**config.mk**
```make
export PLATFORM = sky130hd
export DESIGN_NAME = skinny_sbox_layer_seq
export DESIGN_NICKNAME = d
export VERILOG_FILES = /design/src/rtl/skinny_seq_pkg.sv /design/src/rtl/skinny_sbox_layer_seq.sv
export SDC_FILE = /design/constraint.sdc
export NUM_CORES = 1
export LEC_CHECK = 0
export ABC_AREA = 1
export CORE_UTILIZATION = 40
export CTS_CLUSTER_DIAMETER = 80
export DETAILED_ROUTE_END_ITERATION = 8
export GPL_TIMING_DRIVEN = 0
export PLACE_DENSITY = 0.67
export SLEW_MARGIN = 20
export SYNTH_ARGS = -nofsm -noshare
export SYNTH_HDL_FRONTEND = slang
export SYNTH_SLANG_ARGS = --single-unit
```
**constraint.sdc**
```tcl
create_clock -name clk -period 2.3 [get_ports clk]
set_input_delay 0.345 -clock clk [delete_from_list [all_inputs] [get_ports clk]]
set_output_delay 0.345 -clock clk [all_outputs]
set_load 0.02 [all_outputs]
```
**src/rtl/skinny_seq_pkg.sv**
```systemverilog
// Shared types and widths for the SKINNY-64 masked S-box layer sequencer.
// The widths follow the default layer geometry (16 nibbles, 15-cycle timeout).
package skinny_seq_pkg;

    localparam int unsigned NIBBLE_W    = 4;
    localparam int unsigned NIBBLES_DEF = 16;
    localparam int unsigned TIMEOUT_DEF = 15;
    localparam int unsigned STATE_W     = NIBBLES_DEF * NIBBLE_W;
    localparam int unsigned IDX_W       = $clog2(NIBBLES_DEF);
    localparam int unsigned CNT_W       = $clog2(TIMEOUT_DEF + 1);

    typedef enum logic [2:0] {
        ST_IDLE,
        ST_LOAD,
        ST_WAIT,
        ST_CAPTURE,
        ST_DONE
    } seq_state_t;

    // Selects one nibble of a single share.
    function automatic logic [NIBBLE_W-1:0] get_nibble(
        input logic [STATE_W-1:0] word,
        input logic [IDX_W-1:0]   idx
    );
        return word[NIBBLE_W * int'(idx) +: NIBBLE_W];
    endfunction

    function automatic logic [STATE_W-1:0] set_nibble(
        input logic [STATE_W-1:0]  word,
        input logic [IDX_W-1:0]    idx,
        input logic [NIBBLE_W-1:0] nib
    );
        logic [STATE_W-1:0] r;
        r = word;
        r[NIBBLE_W * int'(idx) +: NIBBLE_W] = nib;
        return r;
    endfunction

endpackage

```
**src/rtl/skinny_sbox_layer_seq.sv**
```systemverilog
// Runs one masked SKINNY-64 S-box layer through a single shared S-box instance,
// one nibble at a time, keeping the two shares strictly separate throughout.
module skinny_sbox_layer_seq
    import skinny_seq_pkg::*;
#(
    parameter int unsigned NIBBLES    = 16,
    parameter int unsigned SB_LATENCY = 6,
    parameter int unsigned TIMEOUT    = 15
) (
    input  logic        clk,
    input  logic        rst,
    input  logic        start,
    input  logic [63:0] in_s0,
    input  logic [63:0] in_s1,
    output logic [63:0] out_s0,
    output logic [63:0] out_s1,
    output logic        done,
    output logic        busy,
    output logic        err,
    output logic [3:0]  sb_si_s0,
    output logic [3:0]  sb_si_s1,
    output logic        sb_rst,
    input  logic        sb_synch,
    input  logic [3:0]  sb_so_s0,
    input  logic [3:0]  sb_so_s1,
    output logic        fresh_en
);

    seq_state_t         state;
    logic [IDX_W-1:0]   idx;
    logic [CNT_W-1:0]   cnt;
    logic [63:0]        in_buf_s0;
    logic [63:0]        in_buf_s1;
    logic [63:0]        res_s0;
    logic [63:0]        res_s1;
    logic [63:0]        res_s0_nxt;
    logic [63:0]        res_s1_nxt;
    logic               nibble_active;

    // Result buffer with the S-box output merged in, used so the final nibble
    // reaches out_* on the same edge that starts DONE.
    always_comb begin
        res_s0_nxt = set_nibble(res_s0, idx, sb_so_s0);
        res_s1_nxt = set_nibble(res_s1, idx, sb_so_s1);
    end

    always_comb begin
        nibble_active = (state == ST_LOAD) || (state == ST_WAIT) || (state == ST_CAPTURE);
        sb_si_s0      = nibble_active ? get_nibble(in_buf_s0, idx) : '0;
        sb_si_s1      = nibble_active ? get_nibble(in_buf_s1, idx) : '0;
        fresh_en      = (state == ST_LOAD) || (state == ST_WAIT);
        sb_rst        = rst || (state == ST_LOAD);
    end

    always_ff @(posedge clk) begin
        if (rst) begin
            state     <= ST_IDLE;
            idx       <= '0;
            cnt       <= '0;
            in_buf_s0 <= '0;
            in_buf_s1 <= '0;
            res_s0    <= '0;
            res_s1    <= '0;
            out_s0    <= '0;
            out_s1    <= '0;
            done      <= 1'b0;
            busy      <= 1'b0;
            err       <= 1'b0;
        end else begin
            done <= 1'b0;
            case (state)
                ST_IDLE: begin
                    if (start) begin
                        in_buf_s0 <= in_s0;
                        in_buf_s1 <= in_s1;
                        idx       <= '0;
                        err       <= 1'b0;
                        busy      <= 1'b1;
                        state     <= ST_LOAD;
                    end
                end
                ST_LOAD: begin
                    cnt   <= '0;
                    state <= ST_WAIT;
                end
                ST_WAIT: begin
                    cnt <= cnt + CNT_W'(1);
                    // A synch arriving in the last tolerated cycle still wins.
                    if (sb_synch) begin
                        state <= ST_CAPTURE;
                    end else if (cnt == CNT_W'(TIMEOUT - 1)) begin
                        err   <= 1'b1;
                        busy  <= 1'b0;
                        state <= ST_IDLE;
                    end
                end
                ST_CAPTURE: begin
                    res_s0 <= res_s0_nxt;
                    res_s1 <= res_s1_nxt;
                    if (idx == IDX_W'(NIBBLES - 1)) begin
                        out_s0 <= res_s0_nxt;
                        out_s1 <= res_s1_nxt;
                        done   <= 1'b1;
                        state  <= ST_DONE;
                    end else begin
                        idx   <= idx + IDX_W'(1);
                        state <= ST_LOAD;
                    end
                end
                ST_DONE: begin
                    busy  <= 1'b0;
                    state <= ST_IDLE;
                end
                default: begin
                    state <= ST_IDLE;
                end
            endcase
        end
    end

    nominal_latency_seen: cover property (@(posedge clk) disable iff (rst)
        (state == ST_WAIT) && sb_synch && (cnt == CNT_W'(SB_LATENCY - 1)));

    done_excludes_err: assert property (@(posedge clk) disable iff (rst)
        !(done && err));

endmodule

```
==> results of run 1 <==
-- routing by layer --
metal,vias to the layer above,GRT usage,wire length (microns)
met4,0,0.125,2770
met3,171,0.0471,5000
met5,-,0,0
met1,8991,0.377,29100
li1,9374,-,-
met2,790,0.447,30200
-- placed cells by master, fill, tap and decap left out, types with 3 or more instances in the layout --
master and instances:
clkinv_2 6, inv_2 7, o211ai_1 8, o21ai_0 157
nor2_1 341, nor2_2 6, clkbuf_4 8, clkbuf_8 15
nand4_1 60, dfxtp_1 396, o21ai_1 117, nand2_1 395
ha_1 5, buf_12 3, inv_1 360, nand3_4 9
buf_6 21, or2_2 3, nor2_4 20, nand3_2 23
buf_8 5, clkbuf_1 102, o21ai_2 18, a21oi_1 233
nand3_1 260, a21oi_2 32, nor3_1 7, bufinv_16 3
clkdlybuf4s50_1 269, buf_4 49, nand2_2 8, clkbuf_2 25
a21oi_4 4, buf_2 18, clkbuf_16 55, buf_1 4
inv_6 4
-- flip-flops by register name, summed over array words and instances, names as in the netlist --
| name | count |
|---|---|
| in_buf_s0 | 64 |
| res_s0 | 64 |
| cnt | 4 |
| busy | 1 |
| state | 3 |
| err | 1 |
| done | 1 |
| out_s0 | 64 |
| res_s1 | 64 |
| out_s1 | 64 |
| in_buf_s1 | 64 |
| idx | 4 |
-- path summary, 6_finish.rpt --
| check | from | slack [ns] | end |
|---|---|---|---|
| min | in_s1[16] | 0.36 | in_buf_s1[16]$_SDFFE_PP0P_ |
| min reg2reg | in_buf_s0[42]$_SDFFE_PP0P_ | 0.45 | in_buf_s0[42]$_SDFFE_PP0P_ |
| max reg2reg | idx[1]$_SDFFE_PP0P_ | 0.03 | out_s0[35]$_SDFFE_PP0P_ |
| max | idx[0]$_SDFFE_PP0P_ | -0.19 | sb_si_s1[2] |
-- what timing repair did --
| action | 4_1_cts | 5_1_grt |
|---|---|---|
| pin swaps | 30 | 42 |
| gates cloned | 3 | 2 |
| resized for setup | 250 | 215 |
| buffers inserted | 24 | 14 |
| endpoints found under the setup margin | 346 | 314 |
-- worst max-delay path: stages (launching register included) --
cell and delay [ns]:
dfxtp_4 0.37, clkbuf_16 0.18, clkbuf_16 0.17, a21oi_1 0.13, o21ai_0 0.09, nand3_1 0.14, nand3_1 0.11, a21oi_2 0.20
buf_4 0.18
-- stage by stage --
stage | worst slack [ns] | hold slack [ns]
2_1_floorplan | 0.0301 | 0.430
3_3_place_gp | -1.20 | 0.442
3_5_place_dp | -1.32 | 0.445
4_1_cts | -0.207 | 0.340
5_1_grt | -0.243 | 0.362
6_report | -0.188 | 0.359
-- final cells by class --
| class | count | area share |
|---|---|---|
| Sequential cell | 398 | 0.324 |
| Clock inverter | 12 | 0.00595 |
| Tap cell | 592 | 0.0301 |
| Timing Repair Buffer | 323 | 0.129 |
| Buffer | 188 | 0.0502 |
| Clock buffer | 66 | 0.0534 |
| Multi-Input combinational cell | 1722 | 0.350 |
| Inverter | 373 | 0.0582 |
-- power breakdown --
part           switching, mW  total, mW  internal [mW]
logic                   3.45       5.38           1.93
clock network           2.93       7.21           4.28
registers              0.221       7.63           7.41
-- synthesized netlist by cell type, types with 8 or more instances --
library cell	n
nand3_2	8
o21ai_0	243
nor2_1	360
nand4_1	60
clkbuf_1	136
inv_1	365
o21ai_1	50
buf_1	15
a21oi_1	269
buf_2	30
nand3_1	284
nand2_1	403
buf_4	8
o211ai_1	8
dfxtp_1	398
nor3_1	10
-- kinds of logic after synthesis --
group,count (synthesis)
AOI/OAI and AO/OA,575
adders and majority gates,7
xor gates and xnor gates,2
DFF,398
buffers and inverters,563
and+or+nand+nor,1138
==> results.yml, run 1 <==
setup_path:
  start_kind: "flip-flop"
  setup.worst_path.end_class: "primary output"
  path_class: "flip-flop to primary output"
  path_max_fanout: 11
  required_ns: 1.96
  ff2ff_path_depth: 10
  arrival_ns: 2.14
floorplanning:
  row_count: 77
  die_h_microns: 215
  dieArea_sq_mm: 0.0461
  die_w_microns: 215
  ios: 281
  start_util: 0.407
  coreArea_sq_mm: 0.0444
synth:
  ys_seq_area_frac: 0.440
  ys_seq_elements: 398
  synth_top_area_frac: 0.440
  async_reset_ff_frac: 0
  yosys.area_share.adder: 0.00484
  synthesis.area_sq_mm: 0.0181
  synth_top_family_by_area: "simple AND/OR/NAND/NOR gates"
  synth_cells: 2683
  synthXorXnorAreaFrac: 0.00180
  yosys.cell_types.count: 31
  synth_area_leader_cell: "dfxtp_1"
  yosys-mux-area-fraction: 0
  synth_fp_nets: 2830
  yosys.area_share.simple: 0.271
  postSynthAreaPerCell_sq_um: 6.74
  synth_top_flop_cell: "dfxtp_1"
  synth-compound-area-share: 0.161
  synth.top_cells.by_area: "dfxtp_1 44%, nand2_1 8.4%, nand3_1 7.9%"
  synth_warnings: 0
  synth-edff-count: 0
routing:
  first_pass_iters: 6
  wirelength_microns: 67100
  num_vias: 19300
  ant_nets: 0
  drt_iter0_markers: 1701
  via_per_inst: 5.26
  wl_per_cell_microns: 18.3
  drc: 0
power_and_ir_drop:
  peakVddDrop_mv: 0.553
  power_density_mw_per_mm2: 821
  total_power_mw: 20.2
  p_leak_nw: 10.7
clock_tree:
  cts.sinks: 398
  tritoncts: "built"
  clk_pin_slew_ns: 0.05
  clock-root-buffer: "clkbuf_16"
  h-tree-depth: 2
  numCtsBuffers: 44
  cts_hold_buffers: 0
  insertion_delay_ns: 0.58
  clk_path_buf_depth: 3
placement:
  dp.cells: 3555
  placed_area_sq_mm: 0.0216
  gp_congestion: 0.931
  dp_hpwl_microns: 49200
  port_buffers: 280
sta:
  tns_ns: -1.24
  period_needed_ns: 2.49
  fin_skew_ns: 0.0136
  setup_viol: 8
  max-slew-margin-rel: 0.466
  finalWorstSetupSlack_ns: -0.188
  fmax_mhz: 402
  maxSlewViolCount: 0
  grt_setup_unrepaired: "true"
  tightestPinTransition_ns: 0.801
  fin_crit_sh: 1.08
  finalHoldViolCount: 0
cells_and_area:
  fill_cells: 4165
  syn2layout_area_growth_pct: 36.1
  drive_gt1_frac: 0.117
  final_cells: 3674
  seqCellArea_sq_mm: 0.00797
  fin_nets: 3197
  multi_input_area_sq_mm: 0.00860
  final_util: 0.554
  final_cell_area_sq_mm: 0.0246
  num_antenna_cells: 0
global_route:
  grt_usage: 0.282
  grt_pass1_wl_microns: 102000
  gr-total-overflow: 0
  antenna_found_initial: 0
  first_global_vias: 18300
  grt_max_degree: 20
status:
  status: "complete, but fails checks"
  violations: "setup timing"
job:
  drv_cap: 0
worst_hold_path:
  hold_class: "primary input to flip-flop"
  min_path_cells: 3
Power figures use the tool's default switching activity.
==> run 2, diff against run 1 <==
- CORE_MARGIN: not set -> 2
==> results.yml, run 2 (synthesis gave the netlist of run 1 again) <==
sta:
  grt_setup_unrepaired: "true"
  finalWorstSetupSlack_ns: -0.225
  setup_viol: 8
  max-slew-margin-rel: 0.442
  maxSlewViolCount: 0
  period_needed_ns: 2.52
  tightestPinTransition_ns: 0.837
  finalHoldViolCount: 0
  fin_crit_sh: 1.10
  fmax_mhz: 396
  fin_skew_ns: 0.0160
cells_and_area:
  final_util: 0.558
  fin_nets: 3201
  final_cell_mix: "396 x dfxtp_1, 393 x nand2_1, 359 x inv_1"
  syn2layout_area_growth_pct: 37.1
  fill_cells: 4079
  mostFrequentLayoutCell: "dfxtp_1"
  drive_gt1_frac: 0.124
  num_antenna_cells: 0
setup_path:
  path_class: "flip-flop to primary output"
  max_stage_delay_ns: 0.40
  ff2ff_path_depth: 11
  start_kind: "flip-flop"
  path_cells: "inv_6 > clkbuf_16 > clkbuf_8 > a21oi_2 > o21ai_0 > nand3_1 > nand3_2 > a21oi_2 > buf_4"
  required_ns: 1.96
  arrival_ns: 2.18
  critical-path-slowest-cell: "dfxtp_4"
  crit_top_cell: "a21oi_2"
  setup.worst_path.end_class: "primary output"
  path_max_fanout: 5
power_and_ir_drop:
  comb_power_share: 0.268
  switching_power_mw: 6.77
  p_leak_nw: 10.8
  switching_share: 0.326
  seq_power_share: 0.369
  peakVddDrop_mv: 0.560
  power_density_mw_per_mm2: 836
  p_clk_frac: 0.364
  total_power_mw: 20.7
  p_int_mw: 14.0
worst_hold_path:
  hold_class: "primary input to flip-flop"
  min_path_cells: 3
routing:
  wl_per_cell_microns: 18.5
  first_pass_iters: 5
  ant_nets: 0
  drt_iter0_markers: 1621
  met3_length_microns: 5180
  via_per_inst: 5.29
  top_layer: "met4"
  wl_met1_microns: 29000
  num_vias: 19500
  wirelength_microns: 68100
  met2_length_microns: 30700
  drc: 0
placement:
  gp_congestion: 0.932
  port_buffers: 280
  dp_hpwl_microns: 49200
floorplanning:
  start_util: 0.407
  coreArea_sq_mm: 0.0444
  ios: 281
  dieArea_sq_mm: 0.0469
  die_w_microns: 217
  die_h_microns: 217
  row_count: 77
clock_tree:
  insertion_delay_ns: 0.59
  cts.sinks: 398
  clock-root-buffer: "clkbuf_16"
  cts_hold_buffers: 0
  h-tree-depth: 2
  numCtsBuffers: 44
  clk_pin_slew_ns: 0.06
  tritoncts: "built"
  clk_path_buf_depth: 3
global_route:
  grt_pass1_wl_microns: 103000
  grt_max_degree: 15
  first_global_vias: 18400
  antenna_found_initial: 0
  grt_usage: 0.281
  gr-total-overflow: 0
status:
  status: "complete, but fails checks"
  violations: "setup timing"
job:
  drv_cap: 0
==> run 2: worst max-delay path: cells and delay by family (launching register included) <==
kind / cells / cell delay [ns]
buf+inv: 4 / 0.56
simple gates: 2 / 0.20
compound gates: 3 / 0.43
flops: 1 / 0.40
==> run 2: per-stage QoR <==
step                worst slack (ns)  area (sq um)  cells  TNS [ns]  hold slack (ns)
floorplan                     0.0301         18100   2683         0            0.430
global placement               -1.25         21600   3555   -339.17            0.443
detailed placement             -1.33         21600   3555   -359.12            0.446
CTS                           -0.221         24100   3669     -1.59            0.335
global route                  -0.266         24800   3682     -2.44            0.352
finish                        -0.225         24800   3682     -1.60            0.346
==> run 2: repair_timing <==
item / 4_1_cts / 5_1_grt
setup endpoints to repair: 346 / 283
pin swaps: 26 / 59
gates cloned: 7 / 1
setup buffers: 26 / 15
resized for setup: 268 / 225
==> run 2: worst paths after layout <==
check	end	slack [ns]	from
max reg2reg	res_s1[12]$_SDFFE_PP0P_	0.01	idx[0]$_SDFFE_PP0P_
max	sb_si_s1[1]	-0.22	idx[0]$_SDFFE_PP0P_
min	in_buf_s0[12]$_SDFFE_PP0P_	0.35	in_s0[12]
min reg2reg	in_buf_s1[36]$_SDFFE_PP0P_	0.46	in_buf_s1[36]$_SDFFE_PP0P_
==> run 2: power by group through the flow <==
stage | clock network [mW] | registers [mW] | logic [mW]
after global placement | 0 | 7.75 | 4.07
after CTS | 7.61 | 7.63 | 4.93
after floorplan | 0 | 7.71 | 2.67
final | 7.54 | 7.64 | 5.55
after global routing | 7.91 | 7.69 | 5.93
after detailed placement | 0 | 7.76 | 4.16
==> run 2: area by class of cell <==
class,instances,area [sq um],area share
Timing Repair Buffer,328,3210,0.129
Inverter,373,1440,0.0579
Multi-Input combinational cell,1722,8660,0.349
Sequential cell,398,7980,0.322
Timing Repair inverter,1,11.3,0.000454
Tap cell,592,741,0.0299
Clock buffer,60,1230,0.0497
Buffer,186,1240,0.0499
Clock inverter,22,295,0.0119
==> run 2: layer usage <==
metal	up-vias	GRT usage
met5	-	0
met1	9113	0.375
li1	9380	-
met4	0	0.136
met2	812	0.443
met3	170	0.0442
